<file path="config.mk">
export PLATFORM = sky130hd
export DESIGN_NAME = mem_access_ctrl
export DESIGN_NICKNAME = d
export VERILOG_FILES = /design/src/rtl/mem_ctrl_pkg.sv /design/src/rtl/mem_wait_timer.sv /design/src/rtl/mem_access_ctrl.sv
export SDC_FILE = /design/constraint.sdc
export NUM_CORES = 1
export LEC_CHECK = 0
export ABC_AREA = 1
export CAP_MARGIN = 10
export CORE_ASPECT_RATIO = 1.25
export CORE_MARGIN = 1.5
export CORE_UTILIZATION = 60
export CTS_CLUSTER_DIAMETER = 80
export DETAILED_ROUTE_END_ITERATION = 16
export DONT_BUFFER_PORTS = 1
export GPL_ROUTABILITY_DRIVEN = 0
export PLACE_DENSITY = 0.76
export REMOVE_ABC_BUFFERS = 1
export SYNTH_ARGS = -nofsm -noshare
export SYNTH_HDL_FRONTEND = slang
export SYNTH_HIERARCHICAL = 1
export SYNTH_SLANG_ARGS = --single-unit
</file>
<file path="constraint.sdc">
create_clock -name clk -period 5.1 [get_ports clk]
set_input_delay 1.02 -clock clk [delete_from_list [all_inputs] [get_ports clk]]
set_output_delay 1.02 -clock clk [all_outputs]
set_load 0.01 [all_outputs]
</file>
<file path="src/rtl/mem_ctrl_pkg.sv">
// Shared constants and state encoding for the sequential memory-access controller.
package mem_ctrl_pkg;

  localparam logic [3:0] OP_LDR = 4'b1101;
  localparam logic [3:0] OP_STR = 4'b1110;

  localparam logic RW_READ  = 1'b1;
  localparam logic RW_WRITE = 1'b0;

  typedef enum logic [1:0] {
    IDLE    = 2'd0,
    RD_WAIT = 2'd1,
    WR_WAIT = 2'd2
  } state_e;

endpackage

</file>
<file path="src/rtl/mem_wait_timer.sv">
// Wait-state counter: cleared while idle, counts wait cycles without ack, flags the last one.
module mem_wait_timer #(
  parameter int unsigned TIMEOUT = 15
) (
  input  logic clk_i,
  input  logic rst_i,
  input  logic clear_i,
  input  logic enable_i,
  output logic expired_o
);

  localparam int unsigned   CntW    = $clog2(TIMEOUT + 1);
  localparam logic [CntW-1:0] CntLast = CntW'(TIMEOUT - 1);

  logic [CntW-1:0] cnt_q, cnt_d;

  // Next count: clear has priority over counting.
  always_comb begin
    cnt_d = cnt_q;
    if (clear_i) begin
      cnt_d = '0;
    end else if (enable_i) begin
      cnt_d = cnt_q + CntW'(1);
    end
  end

  // Counter register.
  always_ff @(posedge clk_i or posedge rst_i) begin
    if (rst_i) begin
      cnt_q <= '0;
    end else begin
      cnt_q <= cnt_d;
    end
  end

  // Expires on the edge where the count would reach TIMEOUT, so an ack in that cycle still wins.
  assign expired_o = enable_i && !clear_i && (cnt_q == CntLast);

endmodule

</file>
<file path="src/rtl/mem_access_ctrl.sv">
// Serialises fetch / LDR / STR onto one req/ack memory bus with wait-state timeout.
module mem_access_ctrl #(
  parameter int unsigned             ADDR_W  = 32,
  parameter int unsigned             DATA_W  = 32,
  parameter int unsigned             OPC_W   = 4,
  parameter logic [OPC_W-1:0]        OP_LDR  = OPC_W'(4'b1101),
  parameter logic [OPC_W-1:0]        OP_STR  = OPC_W'(4'b1110),
  parameter int unsigned             TIMEOUT = 15
) (
  input  logic              clk,
  input  logic              rst,
  input  logic              cpu_valid,
  output logic              cpu_ready,
  input  logic [OPC_W-1:0]  op_code,
  input  logic [ADDR_W-1:0] sr1,
  input  logic [DATA_W-1:0] sr2,
  input  logic [ADDR_W-1:0] pc,
  output logic              mem_req,
  output logic              mem_rw,
  output logic [ADDR_W-1:0] mem_addr,
  output logic [DATA_W-1:0] mem_wdata,
  input  logic [DATA_W-1:0] mem_rdata,
  input  logic              mem_ack,
  output logic [DATA_W-1:0] instr,
  output logic              instr_vld,
  output logic [DATA_W-1:0] ldr_data,
  output logic              ldr_vld,
  output logic              str_done,
  output logic              err
);

  import mem_ctrl_pkg::*;

  state_e state_q, state_d;
  logic   is_ldr_q;
  logic   busy, accept, in_ldr, in_str, expired;

  assign busy   = (state_q != IDLE);
  assign accept = cpu_valid && !busy;
  assign in_ldr = (op_code == OP_LDR);
  assign in_str = (op_code == OP_STR);

  mem_wait_timer #(
    .TIMEOUT (TIMEOUT)
  ) u_timer (
    .clk_i     (clk),
    .rst_i     (rst),
    .clear_i   (!busy),
    .enable_i  (busy && !mem_ack),
    .expired_o (expired)
  );

  // State register.
  always_ff @(posedge clk or posedge rst) begin
    if (rst) begin
      state_q <= IDLE;
    end else begin
      state_q <= state_d;
    end
  end

  // Next-state logic: ack or expiry returns to idle.
  always_comb begin
    state_d = state_q;
    unique case (state_q)
      IDLE: begin
        if (cpu_valid) begin
          state_d = in_str ? WR_WAIT : RD_WAIT;
        end
      end
      RD_WAIT, WR_WAIT: begin
        if (mem_ack || expired) begin
          state_d = IDLE;
        end
      end
      default: state_d = IDLE;
    endcase
  end

  // FSM outputs.
  always_comb begin
    cpu_ready = (state_q == IDLE);
  end

  // Request registers, result capture and status flags.
  always_ff @(posedge clk or posedge rst) begin
    if (rst) begin
      mem_req   <= 1'b0;
      mem_rw    <= 1'b0;
      mem_addr  <= '0;
      mem_wdata <= '0;
      is_ldr_q  <= 1'b0;
      instr     <= '0;
      instr_vld <= 1'b0;
      ldr_data  <= '0;
      ldr_vld   <= 1'b0;
      str_done  <= 1'b0;
      err       <= 1'b0;
    end else begin
      instr_vld <= 1'b0;
      ldr_vld   <= 1'b0;
      str_done  <= 1'b0;
      if (accept) begin
        mem_req   <= 1'b1;
        mem_rw    <= in_str ? RW_WRITE : RW_READ;
        mem_addr  <= (in_ldr || in_str) ? sr1 : pc;
        mem_wdata <= in_str ? sr2 : '0;
        is_ldr_q  <= in_ldr;
        err       <= 1'b0;
      end else if (busy && mem_ack) begin
        mem_req <= 1'b0;
        if (state_q == WR_WAIT) begin
          str_done <= 1'b1;
        end else if (is_ldr_q) begin
          ldr_data <= mem_rdata;
          ldr_vld  <= 1'b1;
        end else begin
          instr     <= mem_rdata;
          instr_vld <= 1'b1;
        end
      end else if (expired) begin
        mem_req <= 1'b0;
        err     <= 1'b1;
      end
    end
  end

endmodule
</file>
==> results of run 1 <==
worst paths after layout:
kind                            start  slack (ps)  depth (start not counted)          endpoint
min in group clk           state_q[0]         490                          2        state_q[0]
max reg2reg                state_q[0]        2270                          7      ldr_data[10]
min reg2reg                state_q[0]         490                          2        state_q[0]
max                        state_q[0]        2270                          7      ldr_data[10]
min                               rst         390                          1  u_timer/cnt_q[2]
max in group asynchronous         rst        3420                          2     mem_wdata[12]
power breakdown:
group | switching, mW | internal (mW) | total [mW] | leakage (nW)
Clock | 0.445 | 0.860 | 1.31 | 0.304
Sequential | 0.462 | 1.48 | 1.94 | 1.84
Combinational | 0.462 | 0.259 | 0.721 | 1.53
Total | 1.37 | 2.60 | 3.97 | 3.67
cell families (layout without fill, tap and decap cells):
logic type / Yosys count / after routing / share of synthesized area
compound gates: 105 / 105 / 0.109
flops: 141 / 141 / 0.554
simple gates: 326 / 326 / 0.212
buf+inv: 156 / 151 / 0.115
fa+ha+maj: 5 / 5 / 0.00983
metal layers:
| layer | up-vias | part of all wire | global-route usage |
|---|---|---|---|
| li1 | 2219 | - | - |
| met1 | 2146 | 0.37 | 0.298 |
| met2 | 236 | 0.50 | 0.430 |
| met3 | 32 | 0.10 | 0.0997 |
| met4 | 0 | 0.025 | 0.105 |
| met5 | - | 0 | 0 |
state kept, by name, indices dropped and copies added (netlist names), 2 cells and up:
name / cells
ldr_data: 32
instr: 32
mem_addr: 32
u_timer/cnt_q: 4
mem_wdata: 32
state_q: 2
cell type report:
cell class	instances	area [um2]	area share
Tap cell	129	161	0.0234
Sequential cell	141	3530	0.511
Clock buffer	23	478	0.0692
Timing Repair Buffer	4	30.0	0.00435
Multi-Input combinational cell	436	2110	0.306
Inverter	115	437	0.0632
Clock inverter	9	158	0.0228
layout by cell type, fill, tap and decap left out, drive strengths merged, types with 4 or more instances in the layout:
cell type	synthesis	layout
dfrtp	141	141
ha	5	5
bufinv	0	4
nand3	69	69
o21ai	101	101
nor2	12	12
nand2	242	242
inv	115	116
clkbuf	9	23
buf	32	4
through the flow:
step / cell area (um2) / instances / setup slack [ps] / util
after floorplan: 6060 / 692 / 412 / -
after global placement: 6270 / 825 / 2020 / 0.614
after detailed placement: 6270 / 825 / 1910 / 0.614
after CTS: 6900 / 857 / 2240 / 0.676
after global routing: 6900 / 857 / 2020 / 0.676
final: 6900 / 857 / 2270 / 0.676
worst register-to-register path: cells and delay by family, from the launching register on:
kind	cells	cell delay (ps)
buffers and inverters	2	640
adders and majority gates	1	220
AOI/OAI and AO/OA	1	90
and+or+nand+nor	3	1390
DFF	1	350
==> metrics.txt, run 1 <==
die area 11,200 um2; CTS tree built; max-slew violations 0; worst-path fanout max 69; router iterations before antenna repair 4; HP Class input pin to async pin; status finished, final reports clean; filler cell count 802; ys flop type dfrtp_1; synth warn 6; setup tns final 0 ps; Initial Util 0.623; Cell Area, Synth 6360 um2; leakage 3.67 nW; Detail Route Antenna Nets 0; HPWL after DPL 9910 um; Die X 95.1 um; Rows 41; worst hold slack 389 ps; Mean Syn Cell Area 8.68 um2; Port Buffer Count 0; Req. time, crit path 5360 ps; critical path arrival 3090 ps; hold_buf cts 0; GR Overflow Total 0; synth-to-layout area growth 8.47%; Max clock buf depth 2; sequential share of the synthesized area 0.554; WS Path Type register to register; total design power 3.97 mW; fraction of layout cells with a size suffix above 1 0.122; cell breakdown of the critical path inv_1 -> ha_1 -> nand2_2 -> buf_4 -> nand4_4 -> nand2_1 -> o21ai_2; final hold violation count 0; normalized max-slew margin 0.287; synth top area cells dfrtp_1, nand2_1, inv_1, o21ai_2, nand3_1; Synth cell types 25; core area 10,200 um2; slowest stage delay, CP 880 ps; die height 118 um; CTS Sinks 141; peak supply drop 0.287 mV; first-pass GRT wire length 22,600 um; Max Clk Rate 353 MHz; final setup fails 0; post-synthesis register bit count 141; vias per cell 5.41; worst slew pin tran 1070 ps; All-Layer GR Usage 0.260; Num CTS Buffers 17; Mapped Cells 733; pin count of the biggest net entering global routing 101; number of global-route vias before repair 4,632; max cap viols 0; Clk Latency, worst-skew pair 410 ps; period utilisation layout 0.555; commonest cells in the netlist nand2_1, dfrtp_1, inv_1, nand3_1, o21ai_2; # nets final 856; H-Tree Depth 4; most frequent cell after synthesis nand2_1; Yosys top cell area share 0.554; Post-synth EDFFs 0; Detailed Route Iter0 Violations 162; Largest delay share family, worst path simple AND/OR/NAND/NOR gates; drt wl/cell 16.8 um; cts repair resizes 0; Final Critical Period 2830 ps; Fin Clk Skew 9.20 ps; clock-pin slew on the worst setup and hold paths 60 ps; number of diodes 0; power per cell area 575 nW/um2; routed via count 4,633; initial antenna violation count 0; CP endpoint kind register; Buf+Inv Stages, Crit Path 2; RSZ-0062 raised after global routing false; I/O pins 271; CTS root buf clkbuf_16; Synth area leader dfrtp_1; asr flop ratio synth 1.00; Slowest-stage cell, CP nand4_4; CP Launch Type register; total wire length 14,400 um; post-CTS setup buffer count 0; # DRC 0
No activity file was read; power rests on OpenSTA's default activity.
==> run 2, diff against run 1 <==
--- a/config.mk
+++ b/config.mk
@@ -9,12 +9,12 @@
 export CAP_MARGIN = 10
 export CORE_ASPECT_RATIO = 1.25
 export CORE_MARGIN = 1.5
-export CORE_UTILIZATION = 60
+export CORE_UTILIZATION = 57
 export CTS_CLUSTER_DIAMETER = 80
 export DETAILED_ROUTE_END_ITERATION = 16
 export DONT_BUFFER_PORTS = 1
 export GPL_ROUTABILITY_DRIVEN = 0
-export PLACE_DENSITY = 0.76
+export PLACE_DENSITY = 0.75
 export REMOVE_ABC_BUFFERS = 1
 export SYNTH_ARGS = -nofsm -noshare
 export SYNTH_HDL_FRONTEND = slang
==> constraint.sdc (replaced) <==
create_clock -name clk -period 2.4 [get_ports clk]
set_input_delay 0.48 -clock clk [delete_from_list [all_inputs] [get_ports clk]]
set_output_delay 0.48 -clock clk [all_outputs]
set_load 0.01 [all_outputs]
==> metrics.txt, run 2 (same netlist as run 1, synthesis figures left out) <==
slowest stage delay, CP 360 ps (-520 ps); CTS tree built; cts repair resizes 0 (unchanged); die height 121 um (+2.5%); post-CTS setup buffer count 0 (unchanged); Buf+Inv Stages, Crit Path 1 (-1); number of global-route vias before repair 4,564 (-1.5%); GR Overflow Total 0 (unchanged); cell breakdown of the critical path inv_1 -> ha_1 -> nor2_1 -> nand2_1 -> nor2_1 -> nor2_1 -> nand2_1 -> o21ai_0 -> nand2_1 -> o21ai_0; register share of total power 0.512 (+0.022); HP Class input pin to register; vias per cell 5.44 (+0.67%); Max clock buf depth 2 (unchanged); commonest non-fill, non-tap cell in the layout nand2_1; Largest delay share family, worst path simple AND/OR/NAND/NOR gates; final setup fails 0 (unchanged); pin count of the biggest net entering global routing 67 (-34%); I/O pins 271 (unchanged); Detailed Route Iter0 Violations 227 (+40%); core area 10,700 um2 (+5.0%); Clock power frac 0.293 (-0.036); Power Internal 5.09 mW (+96%); normalized max-slew margin 0.588 (+0.301); Hold Path Stages 2; CP Launch Type register; total design power 8.03 mW (+100%); Req. time, crit path 2670 ps (-2690 ps); WS Path Type register to register; drt wl/cell 16.5 um (-2.0%); Rows 42 (+2.4%); worst hold slack 211 ps (-177 ps); initial antenna violation count 0 (unchanged); H-Tree Depth 4 (unchanged); router iterations before antenna repair 5 (+1); All-Layer GR Usage 0.249 (-0.0112); first-pass GRT wire length 23,200 um (+2.4%); max cap viols 0 (unchanged); power per cell area 1160 nW/um2 (+100%); # DRC 0 (unchanged); # nets final 862 (+0.70%); CP endpoint kind register; clock-pin slew on the worst setup and hold paths 60 ps (about the same); critical path arrival 2300 ps (-790 ps); Final Critical Period 2030 ps (-804 ps); switching share of power 0.366 (+0.0213); max-slew violations 0 (unchanged); R2R cell count 10 (+3); hold_buf cts 1 (+1); worst slew pin tran 618 ps (-451 ps); number of cells on the critical path 10 (+3); commonest non-fill, non-tap cells in the layout nand2_1, dfrtp_1, inv_1; Fin Clk Skew 15.3 ps (+6.06 ps); synth-to-layout area growth 8.53% (about the same); Num CTS Buffers 17 (unchanged); Max Clk Rate 493 MHz (+40%); status finished, final reports clean; Initial Util 0.594 (-0.0298); Clk Latency, worst-skew pair 420 ps (about the same); die area 11,800 um2 (+5.1%); Die X 97.5 um (+2.5%); fraction of layout cells with a size suffix above 1 0.128 (+0.00581); HPWL after DPL 10,100 um (+1.8%); NetSw 2.94 mW (+110%); RSZ-0062 raised after global routing false; final hold violation count 0 (unchanged); worst-path fanout max 6 (-91%); leakage 3.66 nW (-0.46%); number of diodes 0 (unchanged); combinational group share of total power 0.195 (+0.013); CTS root buf clkbuf_16; peak supply drop 0.527 mV (+84%); Post-Place Worst Slack 434 ps (-1480 ps); total wire length 14,300 um (-0.99%); period utilisation layout 0.845 (+0.289); Detail Route Antenna Nets 0 (unchanged); CTS Sinks 141 (unchanged); routed via count 4,713 (+1.7%); Port Buffer Count 0 (unchanged); Slowest-stage cell, CP dfrtp_1; Setup WS post-layout 373 ps (-1900 ps)
-- run 2: changes by cell type in the layout (fill, tap and decap cells not counted) --
cell and change:
buf_12 +4, buf_4 +1, bufinv_16 -4, clkbuf_8 -2, clkinv_2 -1, clkinvlp_4 +5
dlygate4sd3_1 +1, inv_6 +2
-- run 2: final cells by class --
| type | count | area, um2 |
|---|---|---|
| Sequential cell | 141 | 3530 |
| Multi-Input combinational cell | 436 | 2110 |
| Timing Repair Buffer | 10 | 128 |
| Inverter | 115 | 437 |
| Clock buffer | 21 | 450 |
| Clock inverter | 11 | 87.6 |
| Fill cell | 888 | 3810 |
| Tap cell | 132 | 165 |
-- run 2: final timing paths --
| path | slack, ps | end | start |
|---|---|---|---|
| setup / recovery | 370 | state_q[1] | state_q[0] |
| hold / removal | 210 | mem_wdata[28] | sr2[28] |
| setup reg to reg | 370 | state_q[1] | state_q[0] |
| hold reg to reg | 510 | state_q[0] | state_q[0] |
| max in group asynchronous | 1080 | instr[30] | rst |
| min in group asynchronous | 510 | u_timer/cnt_q[1] | rst |
-- run 2: metal layers --
layer	up-vias	GRT usage	share of wire	wire length (um)
li1	2238	-	-	-
met1	2197	0.301	0.39	5580
met2	258	0.407	0.50	7160
met3	20	0.0974	0.088	1250
met4	0	0.0902	0.018	258
met5	-	0	0	0
-- run 2: through the flow --
step,std cells,cell area [um2],TNS [ps],utilization
after floorplan,692,6060,-272250,-
after global placement,833,6360,0,0.593
after detailed placement,833,6360,0,0.593
after CTS,866,6910,0,0.644
after global routing,866,6910,0,0.644
final,866,6910,0,0.644
-- run 2: power by group through the flow --
stage,clock (mW),combinational [mW],sequential [mW]
floorplan,0,1.24,3.93
global placement,0,1.49,4.14
detailed placement,0,1.58,4.13
CTS,2.41,1.59,4.12
global route,2.53,1.81,4.20
finish,2.35,1.56,4.11
==> edit (config.mk and constraints of run 1) <==
Set the parameter `OPC_W` to 6 (it was 4).
--- a/src/rtl/mem_access_ctrl.sv
+++ b/src/rtl/mem_access_ctrl.sv
@@ -2,7 +2,7 @@
 module mem_access_ctrl #(
   parameter int unsigned             ADDR_W  = 32,
   parameter int unsigned             DATA_W  = 32,
-  parameter int unsigned             OPC_W   = 4,
+  parameter int unsigned             OPC_W   = 6,
   parameter logic [OPC_W-1:0]        OP_LDR  = OPC_W'(4'b1101),
   parameter logic [OPC_W-1:0]        OP_STR  = OPC_W'(4'b1110),
   parameter int unsigned             TIMEOUT = 15
Interface: changed (resized op_code); port bits go from 271 to 273. The function was not compared with the original's and may differ.
==> edit against run 1 <==
- cell area is 1.7% lower
- core utilization is 0.16 points lower
- count of clock-buffer cells in the layout is 2 lower
- total power is 2.6% lower
- synthesized cell count is 0.14% higher
- routed wire length is 0.70% higher
- setup slack better by 320 ps
- sequential cell count stayed put
- synthesized area is 3.1% lower
- combinational power is 17% lower
==> edit: results (changes against run 1) <==
run status finished, final reports clean; first-pass detailed-route iteration total 5 (+1); Peak VDD IR 0.251 mV (-13%); Syn. warnings 6 (unchanged); FFs w/ async S/R, synth 1.00 (unchanged); drt wl/cell 16.9 um (+0.70%); largest net degree at the start of global routing 98 (-3.0%); Sw Pwr 1.26 mW (-7.7%); Flop pwr share 0.482 (-0.008); Synth Area in Compound Gates 0.0858 (-0.0227); Netlist cell types 24 (-4.0%); Cell Area, Placed 0.00610 mm2 (-2.6%); Post-synth top cells nand2_1, dfrtp_1, inv_1, o21ai_0, nand3_1; Layout Nets 859 (+0.35%); Comb. pwr 0.598 mW (-17%); reg-to-reg slack, setup 2620 ps (+350 ps); Tightest Pin Transition 1090 ps (+22.3 ps); CP endpoint mem_addr[6]$_DFFE_PP0P_; CP arrival 2800 ps (-290 ps); global-route wire length before repair 22000 um (-2.7%); main area contributors after synthesis dfrtp_1, nand2_1, inv_1; final hold slack 384 ps (-4.87 ps); layout cells sized above 1 0.0604 (-0.0618); Seq/Total Area, Yosys 0.572 (+0.0175); FF-to-FF path depth 5 (-2); Max FO, Critical Path 34 (-51%); clock skew 10.9 ps (+1.74 ps); crit path from op_code[5]; port buffer count 0 (unchanged); highest-delay cell along the critical path nand2_2; dpl hpwl 9760 um (-1.4%); reg2reg end instr[15]$_DFFE_PP0P_; adder-cell share of the synthesized area 0.0101 (+0.000311); max incr delay on CP 760 ps (-120 ps); vias in the first global route 4454 (-3.8%); GRT Overall Usage 0.262 (+0.00189); 1st-iter DRT viols 243 (+50%); routed vias 4729 (+2.1%); P_leak 3.62 nW (-1.5%)
[edit: layer usage]
layer | up-vias | GRT usage | share of wire
li1 | 2219 | - | -
met1 | 2222 | 0.311 | 0.38
met2 | 268 | 0.430 | 0.50
met3 | 20 | 0.112 | 0.11
met4 | 0 | 0.0905 | 0.016
met5 | - | 0 | 0
[edit: area by class of cell]
class / instances / area [um2]
multi-input combinational: 437 / 1950
clock inverter: 10 / 210
tap: 129 / 161
inverter: 115 / 437
timing repair buffer: 4 / 30.0
clock buffer: 21 / 470
fill: 794 / 3270
sequential: 141 / 3530
[edit: through the flow]
step | cells | total power, mW | setup WS (ps) | util
after floorplan | 693 | 2.24 | 412 | -
after global placement | 826 | 2.42 | 2250 | 0.607
after detailed placement | 826 | 2.47 | 2210 | 0.607
after CTS | 857 | 3.90 | 2580 | 0.675
after global routing | 857 | 4.08 | 2390 | 0.675
final | 857 | 3.87 | 2580 | 0.675
[edit: worst max-delay path, delay by kind of cell]
kind,cells,cell delay (ps)
simple gates,6,1760
